## config.mk

```make
export PLATFORM = sky130hd
export DESIGN_NAME = pcm_i2s_rx_flat
export DESIGN_NICKNAME = d
export VERILOG_FILES = /design/src/rtl/pcm_pkg.sv /design/src/rtl/pcm_i2s_rx_if.sv /design/src/rtl/pcm_sync_edge.sv /design/src/rtl/pcm_i2s_rx.sv /design/src/flat_wrapper.sv
export SDC_FILE = /design/constraint.sdc
export NUM_CORES = 1
export LEC_CHECK = 0
export BUFFER_PORTS_ARGS = -buffer_cell sky130_fd_sc_hd__buf_2
export CORE_MARGIN = 4
export CORE_UTILIZATION = 58
export DETAILED_ROUTE_END_ITERATION = 8
export PLACE_DENSITY = 0.79
export REMOVE_ABC_BUFFERS = 1
export SLEW_MARGIN = 20
export SYNTH_ARGS = -nofsm -noshare
export SYNTH_HDL_FRONTEND = slang
export SYNTH_HIERARCHICAL = 1
export SYNTH_SLANG_ARGS = --single-unit
export TNS_END_PERCENT = 50
```

## constraint.sdc

```tcl
create_clock -name mclk -period 3 [get_ports mclk]
set_input_delay 0.6 -clock mclk [delete_from_list [all_inputs] [get_ports mclk]]
set_output_delay 0.6 -clock mclk [all_outputs]
set_load 0.01 [all_outputs]
```

## src/rtl/pcm_pkg.sv

```systemverilog
// Shared types and constants for the serial PCM receive path.
package pcm_pkg;

    localparam int unsigned PCM_SLOT_W       = 32;
    localparam int unsigned PCM_SYNC_DEFAULT = 2;

    typedef enum logic [1:0] {
        HUNT  = 2'd0,
        LEFT  = 2'd1,
        RIGHT = 2'd2
    } pcm_rx_state_t;

endpackage

```

## src/rtl/pcm_i2s_rx_if.sv

```systemverilog
// Serial link inputs and parallel PCM outputs of the I2S receiver.
interface pcm_i2s_rx_if
    import pcm_pkg::*;
#(
    parameter int unsigned SLOT_W = PCM_SLOT_W
) ();

    logic              bick;
    logic              lrck;
    logic              sdata;
    logic [SLOT_W-1:0] pcm_ldata;
    logic [SLOT_W-1:0] pcm_rdata;
    logic              pcm_valid;
    logic              frame_err;
    logic              locked;

    modport master (
        output bick, lrck, sdata,
        input  pcm_ldata, pcm_rdata, pcm_valid, frame_err, locked
    );

    modport slave (
        input  bick, lrck, sdata,
        output pcm_ldata, pcm_rdata, pcm_valid, frame_err, locked
    );

endinterface

```

## src/rtl/pcm_sync_edge.sv

```systemverilog
// N-stage synchroniser plus one delay flop; registered level and edge outputs
// all share the same latency so data and strobes stay aligned.
module pcm_sync_edge
    import pcm_pkg::*;
#(
    parameter int unsigned STAGES = PCM_SYNC_DEFAULT
) (
    input  logic clk,
    input  logic reset,
    input  logic din,
    output logic sync_o,
    output logic rise_o,
    output logic fall_o
);

    logic [STAGES-1:0] sync_q, sync_d;
    logic              dly_q, dly_d;
    logic              rise_q, rise_d;
    logic              fall_q, fall_d;

    always_comb begin
        sync_d = {sync_q[STAGES-2:0], din};
        dly_d  = sync_q[STAGES-1];
        rise_d = sync_q[STAGES-1] & ~dly_q;
        fall_d = ~sync_q[STAGES-1] & dly_q;
    end

    always_ff @(posedge clk) begin
        if (reset) begin
            sync_q <= '0;
            dly_q  <= 1'b0;
            rise_q <= 1'b0;
            fall_q <= 1'b0;
        end else begin
            sync_q <= sync_d;
            dly_q  <= dly_d;
            rise_q <= rise_d;
            fall_q <= fall_d;
        end
    end

    assign sync_o = dly_q;
    assign rise_o = rise_q;
    assign fall_o = fall_q;

endmodule

```

## src/rtl/pcm_i2s_rx.sv

```systemverilog
// I2S receiver: oversamples bick/lrck/sdata in the mclk domain, checks slot
// framing and emits each complete stereo pair with a one-cycle strobe.
module pcm_i2s_rx
    import pcm_pkg::*;
#(
    parameter int unsigned SLOT_W      = PCM_SLOT_W,
    parameter int unsigned SYNC_STAGES = PCM_SYNC_DEFAULT
) (
    input  logic         mclk,
    input  logic         reset,
    pcm_i2s_rx_if.slave  rx
);

    localparam int unsigned CNT_W = $clog2(SLOT_W + 2);
    localparam logic [CNT_W-1:0] CNT_FULL = CNT_W'(SLOT_W);
    localparam logic [CNT_W-1:0] CNT_OVER = CNT_W'(SLOT_W + 1);

    logic brise, bick_s, bick_fall;
    logic lrck_s, lrck_rise, lrck_fall;
    logic sdata_s, sdata_rise, sdata_fall;
    logic unused_edges;

    pcm_sync_edge #(.STAGES(SYNC_STAGES)) u_sync_bick (
        .clk(mclk), .reset(reset), .din(rx.bick),
        .sync_o(bick_s), .rise_o(brise), .fall_o(bick_fall)
    );
    pcm_sync_edge #(.STAGES(SYNC_STAGES)) u_sync_lrck (
        .clk(mclk), .reset(reset), .din(rx.lrck),
        .sync_o(lrck_s), .rise_o(lrck_rise), .fall_o(lrck_fall)
    );
    pcm_sync_edge #(.STAGES(SYNC_STAGES)) u_sync_sdata (
        .clk(mclk), .reset(reset), .din(rx.sdata),
        .sync_o(sdata_s), .rise_o(sdata_rise), .fall_o(sdata_fall)
    );

    assign unused_edges = ^{bick_s, bick_fall, lrck_rise, lrck_fall, sdata_rise, sdata_fall};

    pcm_rx_state_t     state_q, state_d;
    logic [CNT_W-1:0]  bitcnt_q, bitcnt_d;
    logic [SLOT_W-1:0] shreg_q, shreg_d;
    logic [SLOT_W-1:0] left_pend_q, left_pend_d;
    logic              lrck_prev_q, lrck_prev_d;
    logic [SLOT_W-1:0] pcm_ldata_q, pcm_ldata_d;
    logic [SLOT_W-1:0] pcm_rdata_q, pcm_rdata_d;
    logic              pcm_valid_q, pcm_valid_d;
    logic              frame_err_q, frame_err_d;
    logic              locked_q, locked_d;

    logic [SLOT_W-1:0] shift_c;
    logic [CNT_W-1:0]  cnt_inc_c;
    logic              bound_c, fall_bound_c, dir_ok_c;

    // Framing: count bits per slot, accept only SLOT_W-bit slots in L/R order
    always_comb begin
        state_d     = state_q;
        bitcnt_d    = bitcnt_q;
        shreg_d     = shreg_q;
        left_pend_d = left_pend_q;
        lrck_prev_d = lrck_prev_q;
        pcm_ldata_d = pcm_ldata_q;
        pcm_rdata_d = pcm_rdata_q;
        pcm_valid_d = 1'b0;
        frame_err_d = 1'b0;
        locked_d    = locked_q;

        shift_c      = {shreg_q[SLOT_W-2:0], sdata_s};
        cnt_inc_c    = (bitcnt_q == CNT_OVER) ? CNT_OVER : bitcnt_q + CNT_W'(1);
        bound_c      = lrck_s != lrck_prev_q;
        fall_bound_c = bound_c & ~lrck_s;
        dir_ok_c     = lrck_s == (state_q == LEFT);

        if (brise) begin
            shreg_d     = shift_c;
            lrck_prev_d = lrck_s;
            unique case (state_q)
                HUNT: begin
                    bitcnt_d = '0;
                    if (fall_bound_c) state_d = LEFT;
                end
                LEFT, RIGHT: begin
                    bitcnt_d = cnt_inc_c;
                    if (bound_c) begin
                        bitcnt_d = '0;
                        if (cnt_inc_c == CNT_FULL && dir_ok_c) begin
                            if (state_q == LEFT) begin
                                left_pend_d = shift_c;
                                state_d     = RIGHT;
                            end else begin
                                pcm_ldata_d = left_pend_q;
                                pcm_rdata_d = shift_c;
                                pcm_valid_d = 1'b1;
                                locked_d    = 1'b1;
                                state_d     = LEFT;
                            end
                        end else begin
                            frame_err_d = 1'b1;
                            locked_d    = 1'b0;
                            state_d     = fall_bound_c ? LEFT : HUNT;
                        end
                    end else if (cnt_inc_c == CNT_OVER) begin
                        frame_err_d = 1'b1;
                        locked_d    = 1'b0;
                        bitcnt_d    = '0;
                        state_d     = HUNT;
                    end
                end
                default: begin
                    bitcnt_d = '0;
                    state_d  = HUNT;
                end
            endcase
        end
    end

    always_ff @(posedge mclk) begin
        if (reset) begin
            state_q     <= HUNT;
            bitcnt_q    <= '0;
            shreg_q     <= '0;
            left_pend_q <= '0;
            lrck_prev_q <= 1'b0;
            pcm_ldata_q <= '0;
            pcm_rdata_q <= '0;
            pcm_valid_q <= 1'b0;
            frame_err_q <= 1'b0;
            locked_q    <= 1'b0;
        end else begin
            state_q     <= state_d;
            bitcnt_q    <= bitcnt_d;
            shreg_q     <= shreg_d;
            left_pend_q <= left_pend_d;
            lrck_prev_q <= lrck_prev_d;
            pcm_ldata_q <= pcm_ldata_d;
            pcm_rdata_q <= pcm_rdata_d;
            pcm_valid_q <= pcm_valid_d;
            frame_err_q <= frame_err_d;
            locked_q    <= locked_d;
        end
    end

    assign rx.pcm_ldata = pcm_ldata_q;
    assign rx.pcm_rdata = pcm_rdata_q;
    assign rx.pcm_valid = pcm_valid_q;
    assign rx.frame_err = frame_err_q;
    assign rx.locked    = locked_q;

endmodule

```

## src/flat_wrapper.sv

```systemverilog
// flat-port wrapper written by rule: the top's interface ports become plain ports
module pcm_i2s_rx_flat import pcm_pkg::*;
#(
    parameter int unsigned SLOT_W      = PCM_SLOT_W,
    parameter int unsigned SYNC_STAGES = PCM_SYNC_DEFAULT
)
  (mclk, reset, rx_bick, rx_lrck, rx_sdata, rx_pcm_ldata, rx_pcm_rdata, rx_pcm_valid, rx_frame_err, rx_locked);
  pcm_i2s_rx_if #(.SLOT_W(SLOT_W)) rx_i ();
  input  logic mclk;
  input  logic reset;
  input wire logic [$bits(rx_i.bick)-1:0] rx_bick;
  input wire logic [$bits(rx_i.lrck)-1:0] rx_lrck;
  input wire logic [$bits(rx_i.sdata)-1:0] rx_sdata;
  output wire logic [$bits(rx_i.pcm_ldata)-1:0] rx_pcm_ldata;
  output wire logic [$bits(rx_i.pcm_rdata)-1:0] rx_pcm_rdata;
  output wire logic [$bits(rx_i.pcm_valid)-1:0] rx_pcm_valid;
  output wire logic [$bits(rx_i.frame_err)-1:0] rx_frame_err;
  output wire logic [$bits(rx_i.locked)-1:0] rx_locked;
  assign rx_i.bick = rx_bick;
  assign rx_i.lrck = rx_lrck;
  assign rx_i.sdata = rx_sdata;
  assign rx_pcm_ldata = rx_i.pcm_ldata;
  assign rx_pcm_rdata = rx_i.pcm_rdata;
  assign rx_pcm_valid = rx_i.pcm_valid;
  assign rx_frame_err = rx_i.frame_err;
  assign rx_locked = rx_i.locked;
  pcm_i2s_rx #(.SLOT_W(SLOT_W), .SYNC_STAGES(SYNC_STAGES)) u_core (.mclk(mclk), .reset(reset), .rx(rx_i));
endmodule
```

## Yosys cells after proc, flatten, opt, wreduce, memory -nomap -nowiden

Cells that the tools add are included.

| word-level totals | value |
|---|---|
| register bits after elaboration | 149 |
| output and inout bits | 67 |

| operators by class | value |
|---|---|
| add/subtract/negate cells | 1 |
| equality and inequality tests | 10 |
| muxes and demuxes | 19 |
| bitwise gates (word level) | 9 |
| reduce and logical (&&, ||, !) cells | 10 |

Operators by type and width:

| cell | count |
|---|---|
| two-way mux 6 bit | 4 |
| equality test 6 bit (second input constant) | 3 |
| two-way mux 2 bit | 5 |
| AND reduction 5 bit | 2 |
| two-way mux 1 bit | 9 |
| inverter 1 bit | 7 |
| adder 6 x 1 -> 6 bit (second input constant) | 1 |
| OR reduction 5 bit | 1 |
| case mux 2 bit (2 select lines) | 1 |
| AND reduction 4 bit | 1 |
| != test 3 x 1 -> 1 bit (second input constant) | 1 |
| != test 3 bit (second input constant) | 1 |
| AND reduction 3 bit | 1 |
| OR reduction 3 bit | 1 |
| bitwise AND 1 bit | 2 |
| equality test 2 x 1 -> 1 bit (second input constant) | 1 |
| equality test 2 bit (second input constant) | 1 |
| zero test 2 bit | 1 |
| != test 2 x 1 -> 1 bit (second input constant) | 1 |
| nonzero test 2 bit | 1 |
| OR reduction 2 bit | 1 |
| equality test 1 bit | 1 |
| logical AND 1 bit | 1 |
| != test 1 bit | 1 |

## Logic depth before layout (Yosys ltp)

Gate-level depths: netlist of run 1.

| logic depth | value |
|---|---|
| word-level depth | 7 |
| gate-level depth with buffers | 10 |
| mapped depth without buffers | 7 |

## Cells and area by module

Netlist of run 1, hierarchy kept.

Modules (own cells, without submodules):

| module | times used | cells each | area an instance (µm²) | seq. area each (µm²) |
|---|---|---|---|---|
| pcm_i2s_rx | 1 | 665 | 5,983.2 | 2,782.7 |
| pcm_sync_edge | 3 | 10 | 133.9 | 100.1 |

## Worst setup path before layout of run 1

OpenSTA, ideal clock, no wires.

| path | value |
|---|---|
| kind | flip-flop to flip-flop |
| start | register u_core.u_sync_lrck.dly_q (netlist: u_core/u_sync_lrck/sync_o) |
| end | register u_core.pcm_ldata_q[10] (netlist: u_core/rx.pcm_ldata[10]) |
| data arrival time | 2.070 ns |
| data required time | 2.868 ns |
| setup slack | 0.798 ns |
| cell stages (with the launch flop) | 9 |
| period minus slack after synthesis | 2.202 ns |
| path through | dfxtp_1 -> inv_1 -> ha_1 -> or4_4 -> buf_6 -> buf_2 -> buf_2 -> o31ai_1 -> a21oi_1 |

| between the ends | value |
|---|---|
| word-level cells in the longest chain between the ends | 3 |
| elaborated cells between the ends (all ways) | 4 |
| classes of those cells | eq/ne (2); reduce/logical (2) |

Ends and longest elaborated chain:

| what | RTL line | RTL |
|---|---|---|
| start: declaration | pcm_sync_edge.sv:17 | `logic dly_q, dly_d;` |
| start signal: assignment | pcm_sync_edge.sv:36 | `dly_q <= dly_d;` |
| equality test 1 bit | pcm_i2s_rx.sv:70 | `dir_ok_c = lrck_s == (state_q == LEFT);` |
| logical AND 1 bit | pcm_i2s_rx.sv:84 | `if (cnt_inc_c == CNT_FULL && dir_ok_c) begin` |
| AND reduction 5 bit (no line) (*) | -- |  |
| end signal: assignment | pcm_i2s_rx.sv:133 | `pcm_ldata_q <= pcm_ldata_d;` |
| end: declaration | pcm_i2s_rx.sv:43 | `logic [SLOT_W-1:0] pcm_ldata_q, pcm_ldata_d;` |

Every way passes the cells marked *; elsewhere a longest branch is shown, timed or not.
A chain may end at the register's enable or synchronous reset.

## Final worst setup path of run 1

| path | value |
|---|---|
| start | register u_core.bitcnt_q[0] |
| end | register u_core.left_pend_q[18] |

| between the ends | value |
|---|---|
| word-level cells in the longest chain between the ends | 5 |
| elaborated cells between the ends (all ways) | 6 |
| classes of those cells | add/sub (1); eq/ne (2); mux (1); reduce/logical (2) |

Ends and longest elaborated chain:

| what | RTL line | RTL |
|---|---|---|
| start: declaration | pcm_i2s_rx.sv:39 | `logic [CNT_W-1:0] bitcnt_q, bitcnt_d;` |
| start signal: assignment | pcm_i2s_rx.sv:129 | `bitcnt_q <= bitcnt_d;` |
| adder 6 x 1 -> 6 bit / equality test 6 bit (equally long branches) | pcm_i2s_rx.sv:67 | `cnt_inc_c = (bitcnt_q == CNT_OVER) ? CNT_OVER : bitcnt_q + CNT_W'(1);` |
| two-way mux 6 bit (*) | pcm_i2s_rx.sv:67 |  |
| equality test 6 bit (*) | pcm_i2s_rx.sv:84 |  |
| logical AND 1 bit (*) | pcm_i2s_rx.sv:84 |  |
| AND reduction 5 bit (no line) (*) | -- |  |
| end signal: assignment | pcm_i2s_rx.sv:131 | `left_pend_q <= left_pend_d;` |
| end: declaration | pcm_i2s_rx.sv:41 | `logic [SLOT_W-1:0] left_pend_q, left_pend_d;` |

Marked as above.

==> flow_metrics.env, run 1 <==
export IMPL_fmax_mhz=383
export IMPL_slowest_stage="dfxtp_1"
export IMPL_place_gp_congestion=0.759
export IMPL_root_buffer="clkbuf_8"
export IMPL_place_ws_ns=0.522
export IMPL_clkTransAtPathRegs_ns=0.07
export IMPL_finalClockSkew_ns=0.00969
export IMPL_slowest_delay_ns=0.47
export IMPL_first_pass_iters=5
export IMPL_ys_warn_count=6
export IMPL_die_y_um=112
export IMPL_antenna_found_initial=0
export IMPL_crit_buf_inv=1
export IMPL_ir_drop_v=0.000332
export IMPL_ant_nets=0
export IMPL_hold_violations=0
export IMPL_vias_per_cell=6.55
export IMPL_hold_class="primary input to flop"
export IMPL_critPathKind="flop to flop"
export IMPL_cts_tree="built"
export IMPL_grt_pass1_vias=5362
export IMPL_crit_path_end="u_core/left_pend_q[18]"
export IMPL_finalCritPeriodShare_pct=87.0
export IMPL_cp_end_kind="flop"
export IMPL_postCtsHoldBufs=0
export IMPL_cts_setup_buffers=0
export IMPL_power_w=0.00416
export IMPL_numCtsBuffers=17
export IMPL_routed_wl_mm=15.8
export IMPL_num_nets_final=715
export IMPL_max_cap_viol_count=0
export IMPL_synth_area_sq_mm=0.00625
export IMPL_cp_required_ns=3.43
export IMPL_crit_family="compound AO/OA/AOI/OAI gates"
export IMPL_fp_coreArea_sq_mm=0.0104
export IMPL_setup_viol=0
export IMPL_grt_pass1_wl_mm=26.0
export IMPL_grt_ovfl_total=0
export IMPL_wl_per_cell_um=18.5
export IMPL_slew_headroom_pct=50.6
export IMPL_worstSetupStartpoint="u_core/bitcnt_q[0]"
export IMPL_drc=0
export IMPL_die_area_sq_mm=0.0125
export IMPL_clk_latency_ns=0.52
export IMPL_status="finished, final reports clean"
export IMPL_p_per_area_mw_per_mm2=578
export IMPL_drive_gt1_share_pct=18.1
export IMPL_path_depth=7
export IMPL_htreeDepth=4
export IMPL_arrival_ns=3.04
export IMPL_tightest_slew_ns=0.741
export IMPL_fin_ws_ns=0.391
export IMPL_hold_worst_slack_ns=0.284
export IMPL_reg2regPathDepth=7
export IMPL_grt_max_degree=73
export IMPL_cts_resized=0
export IMPL_crit_path_cell_trace="ha_1 -> nand3_1 -> mux2i_1 -> o21a_4 -> buf_4 -> nand4_1 -> a21oi_1"
export IMPL_grt_usage_pct=24.5
export IMPL_io_pin_count=72
export IMPL_diodes=0
export IMPL_timing_rr_end="u_core/left_pend_q[18]"
export IMPL_post_dp_hpwl_mm=8.59
export IMPL_placementRows=37
export IMPL_die_w_um=112
export IMPL_drt_iter0_drc=656
export IMPL_start_util_pct=60.0
export IMPL_total_leakage_power_nw=2.46
export IMPL_mostFrequentLayoutCell="dfxtp_1"
export IMPL_rsz0062_at_grt="no"
export IMPL_cp_start_kind="flop"
export IMPL_r2r_start="u_core/bitcnt_q[0]"
export IMPL_portBuffers=71
export IMPL_mostFrequentLayoutCells="dfxtp_1, a21oi_1, nand4_1, o31ai_1, buf_2"
export IMPL_avgSynthCellArea_sq_um=9.12
export IMPL_crit_fanout=36
export IMPL_syn_to_final_growth_pct=15.2
export IMPL_vias=5588
export IMPL_period_minus_slack_ns=2.61
export IMPL_maxSlewViolCount=0
export IMPL_cts_sinks=149
export IMPL_synth_cells=685
export IMPL_regToRegSetupSlack_ns=0.39
export IMPL_cts_buffer_depth=2
==> flip-flops by register name, summed over array words and instances (netlist names) <==
name,count
u_core/left_pend_q,32
u_core/rx.pcm_ldata,32
u_core/rx.pcm_rdata,32
u_core/shreg_q,31
u_core/bitcnt_q,6
u_core/state_q,2
u_core/u_sync_bick/sync_q,2
u_core/u_sync_lrck/sync_q,2
u_core/u_sync_sdata/sync_q,2
u_core/lrck_prev_q,1
u_core/rx.frame_err,1
u_core/rx.locked,1
u_core/rx.pcm_valid,1
u_core/u_sync_bick/rise_o,1
u_core/u_sync_bick/sync_o,1
u_core/u_sync_lrck/sync_o,1
u_core/u_sync_sdata/sync_o,1
==> report_power, final <==
| group | switching, W | total [W] | internal (W) |
|---|---|---|---|
| combinational | 0.0000425 | 0.0000581 | 0.0000157 |
| sequential | 0.00000188 | 0.00198 | 0.00198 |
| clock | 0.000886 | 0.00211 | 0.00123 |
==> final cells by class <==
type                            instances  area (sq um)
Clock inverter                         14           163
Sequential cell                       149          2980
Timing Repair Buffer                   87           541
Clock buffer                           18           428
Fill cell                             816          3220
Inverter                                9          33.8
Tap cell                              136           170
Multi-Input combinational cell        440          2880
==> metal layers <==
layer  vias to the layer above  GRT usage, %  share of wire [%]
li1                       2637             -                  -
met1                      2737          31.7                 43
met2                       187          40.6                 49
met3                        27          5.11                5.9
met4                         0          8.35                1.4
met5                         -             0                  0
==> how the worst min path moves through the flow <==
stage / startpoint / to / cells past startpoint
2_1_floorplan: u_core/u_sync_bick/sync_o / u_core/u_sync_bick/rise_o / 1
3_3_place_gp: u_core/u_sync_bick/sync_o / u_core/u_sync_bick/rise_o / 1
3_5_place_dp: u_core/u_sync_bick/sync_o / u_core/u_sync_bick/rise_o / 1
4_1_cts: rx_bick / u_core/u_sync_bick/sync_q[0] / 2
5_1_grt: rx_bick / u_core/u_sync_bick/sync_q[0] / 2
6_report: rx_bick / u_core/u_sync_bick/sync_q[0] / 2
==> per-stage QoR <==
stage / instance area [sq um] / TNS (ns) / instances / util [%]
after floorplan: 5870 / -217.09 / 598 / -
after global placement: 6600 / 0 / 821 / 63.4
after detailed placement: 6600 / 0 / 821 / 63.4
after CTS: 7190 / 0 / 853 / 69.1
after global routing: 7190 / 0 / 853 / 69.1
final: 7190 / 0 / 853 / 69.1
==> worst register-to-register path: cells and delay by family, from the launching register on <==
family / cells / cell delay (ns)
AO/OA/AOI/OAI: 2 / 0.67
flip-flops: 1 / 0.47
multiplexers: 1 / 0.46
adder cells (fa/ha/maj): 1 / 0.35
buffers and inverters: 1 / 0.34
AND/OR/NAND/NOR: 2 / 0.24
No activity file was read; power rests on OpenSTA's default activity.
==> run 2, diff against run 1 <==
Settings changed: CORE_UTILIZATION 58 to 63, PLACE_DENSITY 0.79 to 0.85, REMOVE_ABC_BUFFERS 1 to unset, SLEW_MARGIN 20 to unset.
Clock period 3 ns to 3.32 ns, I/O delays scaled along.
==> run 2 against run 1 <==
- die area shrank 7.4%
- setup slack gained 0.10 ns
- combinational power shrank 15%
- hold slack gained 0.068 ns
==> flow_metrics.env, run 2 (synthesis gave the netlist of run 1 again) <==
export IMPL_hold_class="primary input to flop"
export IMPL_reg2regPathDepth=7
export IMPL_mostFrequentLayoutCell="dfxtp_1"
export IMPL_die_y_um=108
export IMPL_root_buffer="clkbuf_8"
export IMPL_regToRegSetupSlack_ns=0.49
export IMPL_drt_iter0_drc=754
export IMPL_ant_nets=0
export IMPL_max_cap_viol_count=0
export IMPL_num_nets_final=712
export IMPL_cp_start_kind="flop"
export IMPL_finalCritPeriodShare_pct=85.1
export IMPL_io_pin_count=72
export IMPL_fp_coreArea_sq_mm=0.00973
export IMPL_mostFrequentLayoutCells="dfxtp_1, a21oi_1, nand4_1, o31ai_1, buf_2"
export IMPL_die_w_um=108
export IMPL_total_leakage_power_nw=2.44
export IMPL_vias=5606
export IMPL_portBuffers=71
export IMPL_design_area_sq_mm=0.00716
export IMPL_critPathKind="flop to flop"
export IMPL_first_pass_iters=5
export IMPL_grt_usage_pct=27.9
export IMPL_placementRows=36
export IMPL_setup_viol=0
export IMPL_die_area_sq_mm=0.0116
export IMPL_holdPathEnd="u_core/u_sync_lrck/sync_q[0]"
export IMPL_whs_path_depth=2
export IMPL_cts_setup_buffers=0
export IMPL_timing_rr_end="u_core/rx.pcm_rdata[27]"
export IMPL_clk_latency_ns=0.52
export IMPL_finalClockSkew_ns=0.0106
export IMPL_hold_violations=0
export IMPL_arrival_ns=3.27
export IMPL_grt_pass1_wl_mm=26.2
export IMPL_drc=0
export IMPL_diodes=0
export IMPL_antenna_found_initial=0
export IMPL_power_w=0.00376
export IMPL_cts_tree="built"
export IMPL_place_gp_congestion=0.846
export IMPL_maxSlewViolCount=0
export IMPL_cts_resized=0
export IMPL_cts_sinks=149
export IMPL_start_util_pct=64.2
export IMPL_slowest_stage="o21ai_4"
export IMPL_grt_max_degree=71
export IMPL_slew_headroom_pct=12.3
export IMPL_dpl_cell_area_sq_mm=0.00656
export IMPL_holdCritStartpoint="rx_lrck"
export IMPL_cts_buffer_depth=2
export IMPL_ir_drop_v=0.000320
export IMPL_fmax_mhz=354
export IMPL_p_per_area_mw_per_mm2=525
export IMPL_routed_wl_mm=15.8
export IMPL_r2r_start="u_core/bitcnt_q[0]"
export IMPL_htreeDepth=4
export IMPL_cp_end_kind="flop"
export IMPL_wl_per_cell_um=18.7
export IMPL_slowest_delay_ns=0.67
export IMPL_rsz0062_at_grt="no"
export IMPL_crit_fanout=47
export IMPL_tns_ns=0
export IMPL_syn_to_final_growth_pct=14.6
export IMPL_post_dp_hpwl_mm=9.28
export IMPL_postCtsHoldBufs=0
export IMPL_numCtsBuffers=17
export IMPL_clkTransAtPathRegs_ns=0.06
export IMPL_vias_per_cell=6.62
export IMPL_tightest_slew_ns=1.32
export IMPL_crit_path_cell_trace="ha_1 -> inv_1 -> o311a_1 -> o21ai_4 -> buf_12 -> o31ai_1 -> a21oi_1"
export IMPL_grt_pass1_vias=5077
export IMPL_fin_util_pct=73.6
export IMPL_synthesis_nets=696
export IMPL_drive_gt1_share_pct=17.5
export IMPL_status="finished, final reports clean"
export IMPL_period_minus_slack_ns=2.83
export IMPL_cp_required_ns=3.76
export IMPL_grt_ovfl_total=0
## run 2: cell types whose count changed in the layout (fill, tap and decap cells not counted), sizes merged
cell	before	now
clkinvlp	4	3
clkbuf	18	21
clkinv	2	3
bufinv	2	3
inv	15	11
buf	87	84
## run 2: final cells by class
| cell class | instances | area [sq um] |
|---|---|---|
| sequential | 149 | 2980 |
| inverter | 9 | 33.8 |
| clock inverter | 11 | 149 |
| timing repair buffer | 84 | 505 |
| fill | 690 | 2570 |
| multi-input combinational | 440 | 2870 |
| clock buffer | 21 | 449 |
| tap | 133 | 166 |
## run 2: power breakdown
group | switching [W] | internal [W]
Clock | 0.000726 | 0.00119
Combinational | 0.0000371 | 0.0000125
Sequential | 0.00000167 | 0.00179
Total | 0.000765 | 0.00299
## run 2: worst max path at each step
stage	start	endpoint	slack, ns	cells after the start
2_1_floorplan	u_core/state_q[1]	u_core/rx.pcm_ldata[10]	1.15	9
3_3_place_gp	u_core/bitcnt_q[0]	u_core/rx.frame_err	0.74	7
3_5_place_dp	u_core/bitcnt_q[0]	u_core/rx.pcm_ldata[24]	0.58	7
4_1_cts	u_core/bitcnt_q[0]	u_core/rx.pcm_rdata[27]	0.53	7
5_1_grt	u_core/bitcnt_q[0]	u_core/rx.frame_err	0.29	7
6_report	u_core/bitcnt_q[0]	u_core/rx.pcm_rdata[27]	0.49	7
## run 2: stage by stage
step	hold WS [ns]	cells	setup slack, ns
5_1_grt	0.356	847	0.293
3_3_place_gp	0.371	815	0.742
4_1_cts	0.337	847	0.525
3_5_place_dp	0.384	815	0.579
6_report	0.352	847	0.494
2_1_floorplan	0.371	685	1.15
## run 2: critical path: cells and delay by family (launching register included)
| kind | cells | cell delay, ns |
|---|---|---|
| AO/OA/AOI/OAI | 4 | 1.42 |
| adder cells (fa/ha/maj) | 1 | 0.37 |
| buffers and inverters | 2 | 0.45 |
| flip-flops | 1 | 0.49 |
## run 2: per-layer routing
layer | routed length, um | vias to the layer above | global-route usage (%)
met3 | 1230 | 17 | 4.86
met4 | 148 | 0 | 8.57
li1 | - | 2639 | -
met2 | 7350 | 296 | 41.8
met5 | 0 | - | 0
met1 | 7070 | 2654 | 41.0
